--- config.mk ---
export PLATFORM = sky130hd
export DESIGN_NAME = exec_issuer
export DESIGN_NICKNAME = d
export VERILOG_FILES = /design/src/rtl/exec_issuer.sv
export SDC_FILE = /design/constraint.sdc
export NUM_CORES = 1
export LEC_CHECK = 0
export CORE_AREA = 2 2 178 180
export DETAILED_ROUTE_END_ITERATION = 10
export DIE_AREA = 0 0 180 182
export PLACE_DENSITY = 0.64
export REMOVE_ABC_BUFFERS = 1
export SLEW_MARGIN = 20
export SYNTH_ARGS = -nofsm -noshare
export SYNTH_HDL_FRONTEND = slang
export SYNTH_SLANG_ARGS = --single-unit
--- constraint.sdc ---
create_clock -name clk -period 2.5 [get_ports clk]
set_clock_uncertainty 0.15 [all_clocks]
set_input_delay 0.625 -clock clk [delete_from_list [all_inputs] [get_ports clk]]
set_output_delay 0.625 -clock clk [all_outputs]
set_load 0.005 [all_outputs]
--- src/rtl/exec_issuer.sv ---
// Execute-unit issuer: holds one request, pulses alu_enabled, waits for alu_completed (or watchdog), returns result.
// Latency: req handshake N -> alu_enabled N+1 -> rsp_valid N+3 with a 1-cycle ALU. Backpressure: req_ready low while busy; rsp held until rsp_ready.
// Optional EXEC_ISSUER_PIPE_EN: accept the next request in DONE on the same cycle as the response handshake.
module exec_issuer #(
    parameter int PAYLOAD_W = 128,
    parameter int TIMEOUT   = 16
) (
    input  logic                 clk,
    input  logic                 rstn,
    input  logic                 flush,
    input  logic                 req_valid,
    output logic                 req_ready,
    input  logic [PAYLOAD_W-1:0] req_instr,
    input  logic [31:0]          req_rs1,
    input  logic [31:0]          req_rs2,
    output logic                 alu_enabled,
    output logic [PAYLOAD_W-1:0] alu_instr,
    output logic [31:0]          alu_rs1,
    output logic [31:0]          alu_rs2,
    input  logic                 alu_completed,
    input  logic [31:0]          alu_result,
    output logic                 rsp_valid,
    input  logic                 rsp_ready,
    output logic [31:0]          rsp_data,
    output logic                 rsp_err,
    output logic                 busy
);

    localparam int CW = $clog2(TIMEOUT + 1);
    localparam logic [CW-1:0] CNT_LAST = CW'(TIMEOUT - 1);

    localparam logic [1:0] S_IDLE  = 2'd0;
    localparam logic [1:0] S_ISSUE = 2'd1;
    localparam logic [1:0] S_WAIT  = 2'd2;
    localparam logic [1:0] S_DONE  = 2'd3;

    logic [1:0]    state;
    logic [CW-1:0] cnt;
    logic          accept;

    // req_ready is gated by rstn so it stays low while reset is asserted.
    always_comb begin
        req_ready = 1'b0;
        if (rstn && !flush) begin
            if (state == S_IDLE) begin
                req_ready = 1'b1;
            end
`ifdef EXEC_ISSUER_PIPE_EN
            else if (state == S_DONE) begin
                req_ready = rsp_ready;
            end
`endif
        end
    end

    assign accept      = req_valid && req_ready;
    assign alu_enabled = (state == S_ISSUE);
    assign rsp_valid   = (state == S_DONE);
    assign busy        = (state != S_IDLE);

    always_ff @(posedge clk or negedge rstn) begin
        if (!rstn) begin
            state     <= S_IDLE;
            cnt       <= '0;
            alu_instr <= '0;
            alu_rs1   <= '0;
            alu_rs2   <= '0;
            rsp_data  <= '0;
            rsp_err   <= 1'b0;
        end else if (flush) begin
            state <= S_IDLE;
        end else begin
            case (state)
                S_IDLE: begin
                    if (accept) begin
                        alu_instr <= req_instr;
                        alu_rs1   <= req_rs1;
                        alu_rs2   <= req_rs2;
                        state     <= S_ISSUE;
                    end
                end
                S_ISSUE: begin
                    cnt   <= '0;
                    state <= S_WAIT;
                end
                S_WAIT: begin
                    // A completion on the last watchdog cycle still counts as a real result.
                    if (alu_completed) begin
                        rsp_data <= alu_result;
                        rsp_err  <= 1'b0;
                        state    <= S_DONE;
                    end else if (cnt == CNT_LAST) begin
                        rsp_data <= '0;
                        rsp_err  <= 1'b1;
                        state    <= S_DONE;
                    end else begin
                        cnt <= cnt + 1'b1;
                    end
                end
                S_DONE: begin
                    if (rsp_ready) begin
                        // accept can only be true here when pipelining is enabled.
                        if (accept) begin
                            alu_instr <= req_instr;
                            alu_rs1   <= req_rs1;
                            alu_rs2   <= req_rs2;
                            state     <= S_ISSUE;
                        end else begin
                            state <= S_IDLE;
                        end
                    end
                end
                default: state <= S_IDLE;
            endcase
        end
    end

endmodule

==> summary.txt, run 1 <==
Yosys
  • Synth top area cells: dfrtp_1 63%, mux2_1 22%, mux2i_1 3.7%
  • Ys async rst share: 100%
  • Post-synth top area share: a little over three fifths
  • YS warnings: 0
  • Synth area leader: dfrtp_1
  • Netlist cell types: 29
  • Cell count after synthesis: 602
  • Register area share after synthesis: approximately 63%
  • Main flop type after synthesis: dfrtp_1
  • Avg Synthesized Cell Area: between 15 and 20 um2
  • Synth Register Bits: about 230
  • Netlist Area Pre-Place: 9270 um2
  • Post-synth EDFFs: 0

Die
  • CORE AREA: between 30000 and 40000 um2
  • Die width: between 150 and 200 um
  • Initial Util: 29.9%
  • Full die area: ~33000 um2
  • I/O Pins: approximately 460
  • Row count: 65
  • Die Ht: about 180 um

Worst setup path
  • Critical path endpoint category: output port
  • Reg2reg end: rsp_data[25]$_DFFE_PN0P_
  • Worst-case reg-to-reg path depth: 7
  • Crit path arrival time: between 1.5 and 2 ns
  • Reg2reg setup slack: 0.23 ns
  • Critical Path Start Type: primary input
  • Worst Path Max Fanout: 3
  • Crit Path Class: primary input to output port
  • Worst Path Required: between 1.5 and 2 ns
  • Reg2reg start: cnt[0]$_DFFE_PN0P_

CTS
  • TritonCTS Buffers: 27
  • Post-CTS Hold Buffers: 0
  • CTS clk-pin slew, worst paths: roughly 0.060 ns
  • Root Driver: clkbuf_16
  • Clock Path Buffers: 3
  • CTS tree: done
  • H-tree levels: 1
  • Later-pin clock latency in the skew report: about 0.52 ns
  • Clock sinks: ~230

Layout
  • P&R area growth vs syn: 65.2%
  • Layout cells sized above 1: between 8 and 9%
  • NumNets Final: roughly 1300
  • Fin cells: ~1500
  • Most frequent cells in the layout: 453 x clkdlybuf4s50_1, 232 x dfrtp_1, 180 x mux2_1
  • Commonest non-fill, non-tap cell in the layout: clkdlybuf4s50_1

Timing
  • RSZ-0062 raised after global routing: false
  • Final Worst Setup Slack: roughly 0.12 ns
  • Final min period: roughly 2.4 ns
  • Count of final setup violators: 0
  • Worst Tran Pin Value: 0.901 ns
  • Pins Over Slew Limit: 0
  • Rel. slew slack: about two fifths
  • Ratio of final minimum period to clock period: a little over nine tenths
  • Final hold viol count: 0
  • Max Freq: between 0.4 and 0.5 GHz

Power and ir drop
  • Clock share of power: between 20% and 30%
  • Switch share: between 20% and 30%
  • Switching power: 4.47 mW
  • Power Dens Cells: between 1000 and 1500 nW/um2
  • Reg power frac: between 30% and 40%
  • Internal Power: around 13 mW
  • VDD IR max: about 0.61 mV
  • P_leak: between 6 and 7 nW
  • Gate power share: between 30% and 40%

Min path
  • Hold Path Class: primary input to asynchronous set/reset pin

Run status
  • Status: finished, final reports clean

Placed design
  • PortBufs: between 400 and 500
  • Detail Placement HPWL: 19.8 mm
  • Pre-CTS setup slack: -0.168 ns
  • Placed cells: 1460
  • Routability cong.: around 0.73

Global route
  • Vias in the first global route: ~7000
  • Largest net degree at the start of global routing: 165
  • Total GRT Usage: around 16%
  • Initial antenna violation count: 2
  • GR Overflow Total: 0
  • First-pass GRT wire length: between 40 and 50 mm

Route
  • Post-route DRC violation count: 0
  • Vias per std cell: roughly 4.3
  • Routed WL per cell: ~17 um
  • Antenna Nets Post-Route: 0
  • Initial DRC Count: ~220
  • First-pass DRT Iterations: 4
  • Final wirelength: around 26 mm
  • Via count: between 6000 and 7000

Job
  • Max cap viols: 0
-- worst max-delay path by stage --
stage	startpoint	endpoint	cells after the start
finish	flush	req_ready	4
global route	state[1]$_DFFE_PN0P_	req_ready	4
global placement	flush	alu_instr[0]$_DFFE_PN0P_	6
CTS	state[1]$_DFFE_PN0P_	busy	4
floorplan	state[0]$_DFFE_PN0P_	alu_instr[0]$_DFFE_PN0P_	5
detailed placement	flush	alu_instr[26]$_DFFE_PN0P_	6
-- cell type report --
type / count / area, um2
Multi-Input combinational cell: 299 / 2960
Inverter: 39 / 146
Tap cell: 402 / 503
Antenna cell: 2 / 5.00
Clock inverter: 10 / 178
Fill cell: 2736 / 15700
Clock buffer: 38 / 797
Timing Repair Buffer: 491 / 4920
Sequential cell: 232 / 5810
-- cell usage after synthesis, drive strengths merged, types with 2 or more instances --
cell,number
nand2,36
and3,3
inv,39
o21ai,6
nand2b,2
mux2i,34
o31ai,2
a22o,3
dfrtp,232
nand3,2
mux2,192
ha,7
buf,26
clkbuf,6
-- state kept, by name, summed over array words and instances, names as in the netlist --
signal	cells
alu_rs2	32
rsp_data	32
cnt	5
rsp_err	1
state	2
alu_instr	128
alu_rs1	32
-- critical path, stage by stage --
cell and delay, ns:
clkdlybuf4s50_1 0.50, inv_1 0.06, and3_1 0.14, dlygate4sd2_1 0.27
-- per-layer routing --
layer	vias up	GRT usage (%)	part of all wire, %
met5	-	0	0
li1	3034	-	-
met4	0	4.33	2.5
met1	3155	17.7	39
met3	42	4.79	8.2
met2	281	28.2	51
-- metrics by stage --
step	util [%]	TNS (ns)	total power [mW]	hold WS [ns]	area [um2]
floorplan	-	-726.31	8.27	0.179	8900
global placement	46.2	-16.33	13.0	0.316	14300
detailed placement	46.2	-22.14	13.1	0.324	14300
CTS	49.4	0	17.6	0.140	15300
global route	49.4	0	18.3	0.148	15300
finish	49.4	0	17.3	0.0985	15300
-- power by group through the flow --
stage / Clock [mW] / Combinational, mW / Sequential (mW)
3_3_place_gp: 0 / 6.53 / 6.44
4_1_cts: 4.40 / 6.70 / 6.47
3_5_place_dp: 0 / 6.63 / 6.52
6_report: 4.26 / 6.55 / 6.44
2_1_floorplan: 0 / 1.66 / 6.61
5_1_grt: 4.56 / 7.04 / 6.71
-- logic make-up after synthesis --
group,after synthesis,share of synthesized area [%]
DFF,232,62.6
muxes,226,27.0
buffers and inverters,71,5.60
and+or+nand+nor,50,2.59
AOI/OAI and AO/OA,16,1.23
adders and majority gates,7,0.945
-- timing repair --
action                     CTS  global route
buffers inserted             3             0
gates resized for setup      7             1
pin swaps                    0             0
setup endpoints to repair    3             1
No activity file was read; power rests on OpenSTA's default activity.
==> run 2, diff against run 1 <==
Settings changed: CORE_AREA 2 2 178 180 to 2 2 177 179, DIE_AREA 0 0 180 182 to 0 0 179 181, GPL_ROUTABILITY_DRIVEN set to 0, PLACE_DENSITY 0.64 to 0.72.
Clock period 2.5 ns to 3.1 ns, I/O delays scaled along.
==> run 2 against run 1 <==
  * Global-route usage decreased by 0.25 points
  * Cell area is 1.2% lower
  * Via count grew 0.89%
  * Critical path type unchanged
  * First-iteration DRC count shrank 14%
  * Routed wire length decreased by 0.80%
  * Largest power group unchanged
  * Highest routed layer unchanged
  * Power shrank 21%
==> summary.txt, run 2 (synthesized netlist as in run 1, its figures left out) <==
Global route
  • Total GRT Usage: 15.3% (-0.25 points)
  • Initial antenna violation count: 1 (-1)
  • Met3 Usage GRT: 5.18% (+0.38 points)
  • GR Overflow Total: 0 (unchanged)
  • First-pass GRT wire length: 39.0 mm (-4.1%)
  • Met1 Track Usage GR: 16.3% (-1.4 points)
  • Met2 usage in global routing: 27.9% (-0.25 points)
  • Vias in the first global route: 6964 (-0.84%)
  • GR peak layer: met2
  • Largest net degree at the start of global routing: 129 (-22%)

CTS
  • Clock Path Buffers: 3 (unchanged)
  • Later-pin clock latency in the skew report: 0.54 ns (+0.02 ns)
  • CTS clk-pin slew, worst paths: 0.06 ns (about the same)
  • TritonCTS Buffers: 27 (unchanged)
  • CTS tree: done
  • H-tree levels: 1 (unchanged)
  • Clock sinks: 232 (unchanged)
  • Root Driver: clkbuf_16

Timing
  • Max Freq: approximately 0.33 GHz
  • Count of final setup violators: 0 (unchanged)
  • Final hold viol count: 0 (unchanged)
  • Pins Over Slew Limit: 0 (unchanged)
  • Rel. slew slack: 32.8% (-7.2 points)
  • Worst Tran Pin Value: 1.01 ns (+0.108 ns)
  • Final min period: about 3.1 ns
  • Ratio of final minimum period to clock period: between 90% and 100%
  • RSZ-0062 raised after global routing: false

Route
  • Post-route DRC violation count: 0 (unchanged)
  • First-pass DRT Iterations: 4 (unchanged)
  • Vias per std cell: 4.41 (+2.4%)
  • Routed WL per cell: 17.4 um (+0.66%)
  • Antenna Nets Post-Route: 0 (unchanged)
  • Via count: 6570 (+0.89%)
  • Initial DRC Count: 192 (-14%)
  • Final wirelength: 26.0 mm (-0.80%)

Power and ir drop
  • P_leak: 6.41 nW (-1.9%)
  • Power Dens Cells: 902 nW/um2 (-20%)
  • Total Power: 13.7 mW (-21%)
  • VDD IR max: 0.577 mV (-5.7%)

Layout
  • NumNets Final: 1310 (-1.3%)
  • Commonest non-fill, non-tap cell in the layout: clkdlybuf4s50_1
  • Final non-filler cell area: 15100 um2 (-1.2%)
  • Max FFs per register: 128 (unchanged)
  • Layout cells sized above 1: 7.31% (-1.6 points)
  • Register area: 5810 um2 (unchanged)
  • Area occupied by multi-input gates: 2950 um2 (-0.34%)
  • Most frequent cells in the layout: 456 x clkdlybuf4s50_1, 232 x dfrtp_1, 180 x mux2_1
  • Biggest register: alu_instr
  • # fillers: 2616 (-4.4%)
  • P&R area growth vs syn: 63.3%

Worst setup path
  • Worst Path Max Fanout: 4 (+1)
  • Worst Path Required: 2.17 ns (+0.44 ns)
  • Worst-case reg-to-reg path depth: 6 (-1)
  • Critical Path Start Type: primary input
  • Crit Path Class: primary input to output port
  • Reg2reg setup slack: 0.41 ns (+0.18 ns)
  • Reg2reg start: cnt[0]$_DFFE_PN0P_
  • Critical path endpoint category: output port
  • Reg2reg end: rsp_data[19]$_DFFE_PN0P_
  • Crit path arrival time: 2.13 ns (+0.53 ns)

Die
  • Full die area: 32400 um2 (-1.1%)
  • Die Ht: 181 um (-0.55%)
  • I/O Pins: 459 (unchanged)
  • Initial Util: 30.5% (+0.63 points)
  • Row count: 64 (-1.5%)
  • CORE AREA: 30300 um2 (-2.1%)
  • Die width: 179 um (-0.56%)

Job
  • Max cap viols: 0 (unchanged)

Run status
  • Status: finished, final reports clean

Min path
  • Hold Path Class: flip-flop to flip-flop
  • Worst hold endpoint: alu_instr[45]$_DFFE_PN0P_
  • Hold Crit Depth: 1
  • Worst Hold Launch: alu_instr[45]$_DFFE_PN0P_

Placed design
  • PortBufs: 458 (unchanged)
  • Detail Placement HPWL: 19.6 mm (-0.85%)
  • Post-DP Area: 14200 um2 (-0.66%)
==> run 2: cell types whose count changed in the layout (fill, tap and decap cells not counted), moves of 3 or more <==
cell             before  now
dlygate4sd2_1         3    0
clkdlybuf4s50_1     453  456
bufinv_16             5    1
buf_4                26    5
==> run 2: worst max path at each step <==
| stage | startpoint | end | cells after the start |
|---|---|---|---|
| floorplan | flush | alu_instr[0]$_DFFE_PN0P_ | 3 |
| global placement | flush | req_ready | 4 |
| detailed placement | flush | req_ready | 4 |
| CTS | rstn | req_ready | 4 |
| global route | rstn | req_ready | 4 |
| finish | rstn | req_ready | 4 |
==> run 2: cell type report <==
class                      count  area share (%)
clock inverter                 9           0.537
inverter                      39           0.967
antenna                        1          0.0165
tap                          396            3.27
multi-input combinational    299            19.5
clock buffer                  41            5.47
sequential                   232            38.4
timing repair buffer         474            31.9
==> run 2: per-stage QoR <==
step                setup slack, ns  util, %  hold slack (ns)  std cells  setup TNS (ns)
floorplan                     -3.48        -            0.329        570         -629.40
detailed placement           0.0884     46.8            0.324       1439               0
CTS                          0.0307     49.8            0.336       1490               0
global placement              0.126     46.8            0.315       1439               0
global route                0.00543     49.9            0.344       1491               0
finish                       0.0438     49.9            0.330       1491               0
==> run 2: per-layer routing <==
layer / vias up / wire [um]
met5: - / 0
met3: 53 / 2500
met2: 288 / 13200
met1: 3227 / 9390
li1: 3002 / -
met4: 0 / 945
==> run 2: timing repair <==
item,4_1_cts,5_1_grt
hold buffers,1,0
resized for setup,0,2
setup endpoints to repair,0,1
endpoints found under the hold margin,1,0
setup buffers,0,0
==> run 2: power by group <==
group,switching [mW],leakage [nW],total [mW],internal [mW]
clock,1.28,0.456,3.20,1.92
combinational,1.66,3.24,5.25,3.59
sequential,0.707,2.72,5.20,4.49
total,3.65,6.41,13.7,10.0
==> run 2: worst max-delay path, stage by stage <==
cell             delay (ns)
dlygate4sd3_1          0.56
buf_8                  0.12
and3_1                 0.16
clkdlybuf4s50_1        0.51
